==> src/rtl/bp_be_pkg.sv <==
// Shared types for the backend stride detector: config enum, FSM states and
// the stride-table entry struct macro (instantiated per module with its widths).
package bp_be_pkg;

  typedef enum logic [0:0] {e_bp_default_cfg} bp_params_e;

  function automatic int bp_vaddr_width(bp_params_e cfg);
    case (cfg)
      e_bp_default_cfg: return 39;
      default:          return 39;
    endcase
  endfunction

  typedef enum logic [1:0] {
    e_stride_idle,
    e_stride_announce,
    e_stride_wait
  } bp_be_stride_state_e;

endpackage

`define BP_BE_STRIDE_ENTRY_S_DECLARE(vaddr_width_mp, stride_width_mp, conf_bits_mp) \
  typedef struct packed {                                                          \
    logic                              v;                                          \
    logic [vaddr_width_mp-1:0]         tag;                                        \
    logic [vaddr_width_mp-1:0]         last_addr;                                  \
    logic signed [stride_width_mp-1:0] stride;                                     \
    logic [conf_bits_mp-1:0]           conf;                                       \
    logic                              reported;                                   \
  } bp_be_stride_entry_s

==> src/rtl/bp_be_stride_table.sv <==
// Fully-associative PC-tagged stride table with round-robin allocation.
// BP_BE_STRIDE_NEGATIVE_EN lets descending (negative) strides train.
module bp_be_stride_table
  import bp_be_pkg::*;
  #(parameter int vaddr_width_p  = 39,
    parameter int entries_p      = 8,
    parameter int conf_bits_p    = 2,
    parameter int stride_width_p = 16)
  (input  logic                      clk_i,
   input  logic                      reset,
   input  logic                      v,
   input  logic [vaddr_width_p-1:0]  pc,
   input  logic [vaddr_width_p-1:0]  eaddr,
   input  logic                      set_reported,
   output logic                      hit,
   output logic [conf_bits_p-1:0]    conf,
   output logic                      reported,
   output logic [stride_width_p-1:0] stride);

  `BP_BE_STRIDE_ENTRY_S_DECLARE(vaddr_width_p, stride_width_p, conf_bits_p);

  localparam int idx_w = $clog2(entries_p);

  bp_be_stride_entry_s tbl_r [entries_p];
  logic [idx_w-1:0]    victim_r;

  logic [entries_p-1:0]     match;
  logic [idx_w-1:0]         hit_idx;
  logic [vaddr_width_p-1:0] delta;
  logic                     fits, sign_ok, stride_ok, same;
  bp_be_stride_entry_s      entry_new, entry_wr, entry_alloc;

  always_comb begin
    match   = '0;
    hit_idx = '0;
    for (int i = 0; i < entries_p; i++) begin
      match[i] = tbl_r[i].v && (tbl_r[i].tag == pc);
      // tags are unique, so OR-ing indices of matching entries yields the one hit
      if (match[i]) hit_idx = hit_idx | idx_w'(i);
    end
  end

  assign hit   = v && (|match);
  assign delta = eaddr - tbl_r[hit_idx].last_addr;
  assign fits  = (&delta[vaddr_width_p-1:stride_width_p-1])
              || ~(|delta[vaddr_width_p-1:stride_width_p-1]);

`ifdef BP_BE_STRIDE_NEGATIVE_EN
  assign sign_ok = 1'b1;
`else
  assign sign_ok = ~delta[vaddr_width_p-1];
`endif

  assign stride_ok = fits && sign_ok;
  assign same      = stride_ok && (delta != '0)
                  && (delta[stride_width_p-1:0] == tbl_r[hit_idx].stride);

  always_comb begin
    entry_new           = tbl_r[hit_idx];
    entry_new.last_addr = eaddr;
    if (same) begin
      if (entry_new.conf != '1) entry_new.conf = entry_new.conf + 1'b1;
    end else begin
      entry_new.stride   = stride_ok ? delta[stride_width_p-1:0] : '0;
      entry_new.conf     = '0;
      entry_new.reported = 1'b0;
    end
    entry_wr          = entry_new;
    entry_wr.reported = entry_new.reported | set_reported;
    entry_alloc = '{v: 1'b1, tag: pc, last_addr: eaddr, stride: '0, conf: '0, reported: 1'b0};
  end

  assign conf     = entry_new.conf;
  assign reported = entry_new.reported;
  assign stride   = entry_new.stride;

  always_ff @(posedge clk_i) begin
    if (reset) begin
      for (int i = 0; i < entries_p; i++) tbl_r[i] <= '0;
      victim_r <= '0;
    end else if (v) begin
      if (hit) begin
        tbl_r[hit_idx] <= entry_wr;
      end else begin
        tbl_r[victim_r] <= entry_alloc;
        victim_r        <= victim_r + 1'b1;
      end
    end
  end

endmodule

==> src/rtl/bp_be_stride_detector.sv <==
// Announces a confidently striding load PC to the loop inference block, then
// waits for its result (done_i) or a watchdog. Feature macro: BP_BE_STRIDE_NEGATIVE_EN.
module bp_be_stride_detector
  import bp_be_pkg::*;
  #(parameter bp_params_e bp_params_p = e_bp_default_cfg,
    parameter int entries_p      = 8,
    parameter int conf_bits_p    = 2,
    parameter int conf_thresh_p  = 3,
    parameter int stride_width_p = 16,
    parameter int timeout_p      = 1024,
    localparam int vaddr_width_p = bp_vaddr_width(bp_params_p))
  (input  logic                      clk_i,
   input  logic                      reset,
   input  logic                      v_i,
   input  logic [vaddr_width_p-1:0]  pc_i,
   input  logic [vaddr_width_p-1:0]  eaddr_i,
   output logic                      start_discovery_o,
   output logic [vaddr_width_p-1:0]  striding_pc_o,
   output logic [stride_width_p-1:0] stride_o,
   input  logic                      done_i,
   output logic                      busy_o);

  localparam int wd_w = (timeout_p > 1) ? $clog2(timeout_p) : 1;

  bp_be_stride_state_e state_r, state_n;
  logic [wd_w-1:0]     wd_r;

  logic                      hit, reported, eligible;
  logic [conf_bits_p-1:0]    conf;
  logic [stride_width_p-1:0] stride_new;

  bp_be_stride_table
    #(.vaddr_width_p(vaddr_width_p), .entries_p(entries_p),
      .conf_bits_p(conf_bits_p), .stride_width_p(stride_width_p))
    table_inst
    (.clk_i(clk_i), .reset(reset), .v(v_i), .pc(pc_i), .eaddr(eaddr_i),
     .set_reported(eligible), .hit(hit), .conf(conf), .reported(reported),
     .stride(stride_new));

  // Training never stops; only the announcement is gated on IDLE.
  assign eligible = hit && (conf >= conf_bits_p'(conf_thresh_p)) && !reported
                 && (state_r == e_stride_idle);

  always_comb begin
    state_n = state_r;
    case (state_r)
      e_stride_idle:     if (eligible) state_n = e_stride_announce;
      e_stride_announce: state_n = e_stride_wait;
      e_stride_wait:     if (done_i || (wd_r == wd_w'(timeout_p - 1))) state_n = e_stride_idle;
      default:           state_n = e_stride_idle;
    endcase
  end

  always_ff @(posedge clk_i) begin
    if (reset) begin
      state_r       <= e_stride_idle;
      wd_r          <= '0;
      striding_pc_o <= '0;
      stride_o      <= '0;
    end else begin
      state_r <= state_n;
      if (state_r == e_stride_announce) wd_r <= '0;
      else if (state_r == e_stride_wait) wd_r <= wd_r + 1'b1;
      if (eligible) begin
        striding_pc_o <= pc_i;
        stride_o      <= stride_new;
      end
    end
  end

  assign start_discovery_o = (state_r == e_stride_announce);
  assign busy_o            = (state_r == e_stride_wait);

endmodule

==> config.mk <==
export PLATFORM = sky130hd
export DESIGN_NAME = bp_be_stride_detector
export DESIGN_NICKNAME = d
export VERILOG_FILES = /design/src/rtl/bp_be_pkg.sv /design/src/rtl/bp_be_stride_table.sv /design/src/rtl/bp_be_stride_detector.sv
export SDC_FILE = /design/constraint.sdc
export NUM_CORES = 2
export LEC_CHECK = 0
export ABC_AREA = 1
export BUFFER_PORTS_ARGS = -buffer_cell sky130_fd_sc_hd__buf_4
export CAP_MARGIN = 40
export CORE_MARGIN = 2
export CORE_UTILIZATION = 45
export DETAILED_ROUTE_END_ITERATION = 10
export PLACE_DENSITY = 0.6
export SETUP_SLACK_MARGIN = 0.3
export SYNTH_ARGS = -nofsm -noshare
export SYNTH_HDL_FRONTEND = slang
export SYNTH_SLANG_ARGS = --single-unit
export TNS_END_PERCENT = 10
==> constraint.sdc <==
create_clock -name clk_i -period 22.4 [get_ports clk_i]
set_clock_uncertainty 0.15 [all_clocks]
set_input_delay 4.48 -clock clk_i [delete_from_list [all_inputs] [get_ports clk_i]]
set_output_delay 4.48 -clock clk_i [all_outputs]
set_load 0.02 [all_outputs]
After elaboration in Yosys (flattened, before gate mapping). Memory sizes are Yosys's and may differ from the RTL's. Index checks and enable logic that the tools add are counted.

Memory bits (read-only): 0. Latch bits: 0. Output and inout port bits: 57. Input bits: 82. Memory bits (writable): 784. Memories: 1. Flip-flop bits (word level): 70.

Memories: table_inst.tbl_r (words 8, width 98, rd ports 9, clocked after memory_dff 0, wr ports 8, line bp_be_stride_table.sv:24) `bp_be_stride_entry_s tbl_r [entries_p];`.

Reduce and logical (&&, ||, !) cells: 28. Shift operators: 0. Divide/modulo/power cells: 0. Magnitude comparators: 1. Eq/ne operators: 15. Mux-type cells: 31. Bitwise operators: 4. $add $sub $neg: 4. $mul: 0.

Operators by type and width (number): equality test 39 bit (8); 2-to-1 mux 98 bit (2); OR reduction 98 bit (2); nonzero test 39 bit (1); subtractor 39 bit (1); 2-to-1 mux 16 bit (2); AND reduction 24 bit (1); OR reduction 24 bit (1); 2-to-1 mux 3 bit (6); equality test 16 bit (1); logical AND 1 bit (15); 2-to-1 mux 1 bit (14); 2-to-1 mux 2 bit (6); adder 10 x 1 -> 10 bit, second input constant (1); equality test 10 bit, second input constant (1); OR reduction 8 bit (1); one-hot mux 2 bit (3 select lines) (1); inequality test 2 x 1 -> 1 bit, second input constant (2); AND reduction 2 bit (2); adder 3 x 1 -> 3 bit, second input constant (1); inverter 1 bit (3); adder 2 x 1 -> 2 bit, second input constant (1); equality test 2 x 1 -> 1 bit, second input constant (1); equality test 2 bit, second input constant (1); other kinds (7) (8).

Logic depth before layout (Yosys ltp). An unclocked memory read counts as a cell.

Word-level depth: 26. Mapped depth: 47. Gate-level depth less buffers: 40.

Modules after synthesis. Synthesis repeated with hierarchy kept, for this count alone.

Cells, all modules: 5984. Area total of the unflattened synthesis: 48206.2 um2.

Modules (own cells, without submodules): bp_be_stride_table (area each 45369.8 um2, times used 1, cells each 5547); bp_be_stride_detector (area each 2836.5 um2, times used 1, cells each 437).

Worst setup path before layout. OpenSTA, ideal clock, no wires.

Path kind: input -> register. Start: in pc_i[1]. End: mem table_inst.tbl_r[0][10] (netlist bit) (data pin). Setup time: 0.266 ns. Required time: 21.984 ns. Setup slack: 12.208 ns. Cell stages on the path: 45. Buffers on the path: 10. Data arrival time: 9.776 ns. Cell sequence: buf_4 inv_2 buf_6 nand2_2 nand2_1 nor2_1 nand2_1 nor2_1 nand3_1 nor2_2 nor2_4 nand2_4 buf_6 buf_6 buf_2 buf_2 buf_2 buf_2 [... 9 more ...] nand2_1 nand2_1 nand2_1 nand2_1 nand2_1 nand2_1 nand2_1 nand3_1 nand3_1 nor2_1 nand4_1 nor2_4 nand3_4 inv_2 buf_6 nand2_1 nand2_2 nor2_1.

RTL lines: from (decl) (line bp_be_stride_detector.sv:15) `input logic [vaddr_width_p-1:0] pc_i,`; to (decl) (line bp_be_stride_table.sv:24).

==> metrics <==
Post-Route Utilization=0.5065; clock root buffer=clkbuf_16; Combinational Power Share=0.135; Clk pwr share=0.398; Pre-Repair DR Iteration Count=7; status=finished clean; Sw Pwr=1.153 mW; power after layout=3.965 mW; setup violators final=0; initial antenna violation count=4; grt total ovfl=0; # IOs=139; share of layout cells above drive strength 1=0.08103; Final Non-Filler Cells=7530; pwr dens=73.03 mW/mm^2; total CTS buffers=94; Total GRT Usage=0.4332; largest net degree at the start of global routing=119; die area=0.1107 mm^2; CP max-delay cell=buf_4; Hold WC Path Type=reg -> reg; element type at the critical path start=input pin; Crit path max-delay family=simple AND/OR/NAND/NOR gates; CTS max path bufs=3; Setup TNS=0 ns; clk sink count=854; Yosys warnings=0; clock latency on the worst-skew pair=0.72 ns; Critical Path Source=pc_i[28]; Hold Path Cell Cnt=2; Crit path top cell by count=nand2_1; CP max stage delay=0.69 ns; vias per inst=6.193; port bufs=138; Post-synth EDFFs=784; Mapped Area=0.04863 mm^2; reg2reg start=table_inst.tbl_r[5][74]; Gate Count Post-Synth=6007; post-cts sizing count=0; first-pass GRT wire length=336.8 mm; Worst-path clk slew=0.06 ns; critical path required time=22.81 ns; final period utilization=0.5656; core area=0.1072 mm^2; sequential area share after synthesis=0.5129; DRC=0; Via Count=46637; Flop pwr share=0.467; Fmax achieved=78.94 MHz; Pleak=22.45 nW; unrepaired setup endpoints after global routing=no; CP arrival=13.07 ns; drt wl/cell=32.53 um; Slew Viols, Final=0; htree depth=3; # hold bufs at CTS=0; Synth cell types=65; switching share of power=0.2907; Final min period=12.67 ns; Least-Margin Pin Slew=1.023 ns; Post-DP HPWL=177.9 mm; Crit path depth=38; Placed Instances=7349; Int Power=2.813 mW; die height=332.7 um; share of synthesized flip-flops with an asynchronous set or reset=0; Die X=332.7 um; routability cong.=1.159; setup bufs post-CTS=0; CP Buf/Inv Count=6; Seq cells post-synth=854; Starting Density=0.4537; CTS tree=yes; critical path peak fanout=66; # rows=120; main flop type after synthesis=edfxtp_1; ANT nets after route=0; DRT iter0 DRCs=6700; Final Hold Vio Count=0; Worst slew margin=0.3129; Crit. End Element=flip-flop; VDD IR max=0.07245 mV; Final nets=6165; Worst Path Class, Setup=in -> reg; worst hold start=stride_o[15]; DRT Wirelength=245.0 mm; syn_area_per_cell=8.096 um^2; Layout area overhead=11.64%; Worst R2R Path Depth=34; max_cap viols=0; vias in the first global route=43815
## logic make-up (layout without fill, tap and decap cells)
family / Yosys count / after routing / synth area share
and+or+nand+nor: 3296 / 3296 / 0.2834
other: 1 / 14 / 0.00007711
buffers and inverters: 839 / 946 / 0.07209
DFF: 854 / 854 / 0.5129
adders and majority gates: 41 / 41 / 0.01070
muxes: 1 / 1 / 0.0002058
AOI/OAI and AO/OA: 871 / 871 / 0.1018
xor gates and xnor gates: 104 / 104 / 0.01888
## synthesized netlist by cell type, drive strengths merged, types with 7 or more instances
cell type,count,area share
buf,155,0.019
a21oi,398,0.042
nor3,85,0.0087
nand3,363,0.038
edfxtp,784,0.48
xor2,54,0.0099
o21ai,300,0.031
o2111ai,7,0.0013
nor4,50,0.0064
clkbuf,144,0.011
nand3b,9,0.0014
inv,535,0.041
o221ai,27,0.0049
nor2,1197,0.094
nor3b,15,0.0023
nand4,131,0.017
nand2,1404,0.11
ha,40,0.010
dfxtp,70,0.029
o211ai,29,0.0045
o22ai,15,0.0019
or2,24,0.0031
a221oi,64,0.012
xnor2,50,0.0090
## layout make-up
| class | count | area, um^2 |
|---|---|---|
| Multi-Input combinational cell | 4321 | 20350 |
| Clock buffer | 116 | 2497 |
| Fill cell | 10464 | 52910 |
| Tap cell | 1403 | 1755 |
| Timing Repair Buffer | 231 | 2110 |
| Inverter | 540 | 2043 |
| Sequential cell | 854 | 24940 |
| Clock inverter | 59 | 578.1 |
| Antenna cell | 6 | 15.01 |
## power groups by stage
stage / registers (mW) / clock network, mW / logic, mW
detailed placement: 1.88 / 0 / 0.516
global route: 1.85 / 1.64 / 0.561
floorplan: 1.86 / 0 / 0.289
global placement: 1.88 / 0 / 0.510
finish: 1.85 / 1.58 / 0.536
CTS: 1.85 / 1.58 / 0.519
## metrics by stage
stage / hold WS, ns / setup WS (ns) / cell area [um^2]
floorplan: 0.2982 / 12.21 / 48660
global placement: 0.2947 / 9.190 / 50600
detailed placement: 0.3005 / 9.188 / 51210
CTS: 0.3086 / 9.898 / 54280
global route: 0.3503 / 9.125 / 54280
finish: 0.3106 / 9.731 / 54300
## flip-flops by register name (all words and copies together), names as in the netlist
name	flops
table_inst.tbl_r	784
stride_o	16
striding_pc_o	39
wd_r	10
table_inst.victim_r	3
state_r	2
## final timing paths
check                                         endpoint  slack [ns]
worst max-delay path            table_inst.tbl_r[1][5]        9.73
worst min-delay path                      stride_o[15]        0.31
worst max register to register  table_inst.tbl_r[1][5]       13.42
worst min register to register            stride_o[15]        0.31
## worst min-delay path, delay by kind of cell, from the launching register on
kind                   cells  cell delay (ns)
flip-flops                 1             0.31
buffers and inverters      1             0.04
AND/OR/NAND/NOR            1             0.07
## layout by cell type (no fill, tap or decap), drive strengths merged, types with 5 or more instances in the layout
master	count
nand3	363
clkbuf	116
a21o	6
bufinv	7
nand2	1404
nand3b	9
ha	40
nand4	131
a211oi	6
dfxtp	70
diode	6
a31oi	5
nor4b	5
nor3b	15
nor2	1197
a221oi	64
clkinvlp	5
nor3	85
o22ai	15
buf	228
or2	24
a21oi	398
clkinv	49
o211ai	29
nor4	50
xnor2	50
inv	538
o21ai	300
edfxtp	784
conb	8
o221ai	27
and2	5
o2111ai	7
xor2	54
## routing by layer
layer,vias to the layer above,global-route usage,share of wire
met4,0,0.3348,0.094
li1,20284,-,-
met5,-,0,0
met2,3206,0.6967,0.45
met3,838,0.08116,0.096
met1,22309,0.5143,0.36
Note: power is estimated with default switching activity, not from simulation.
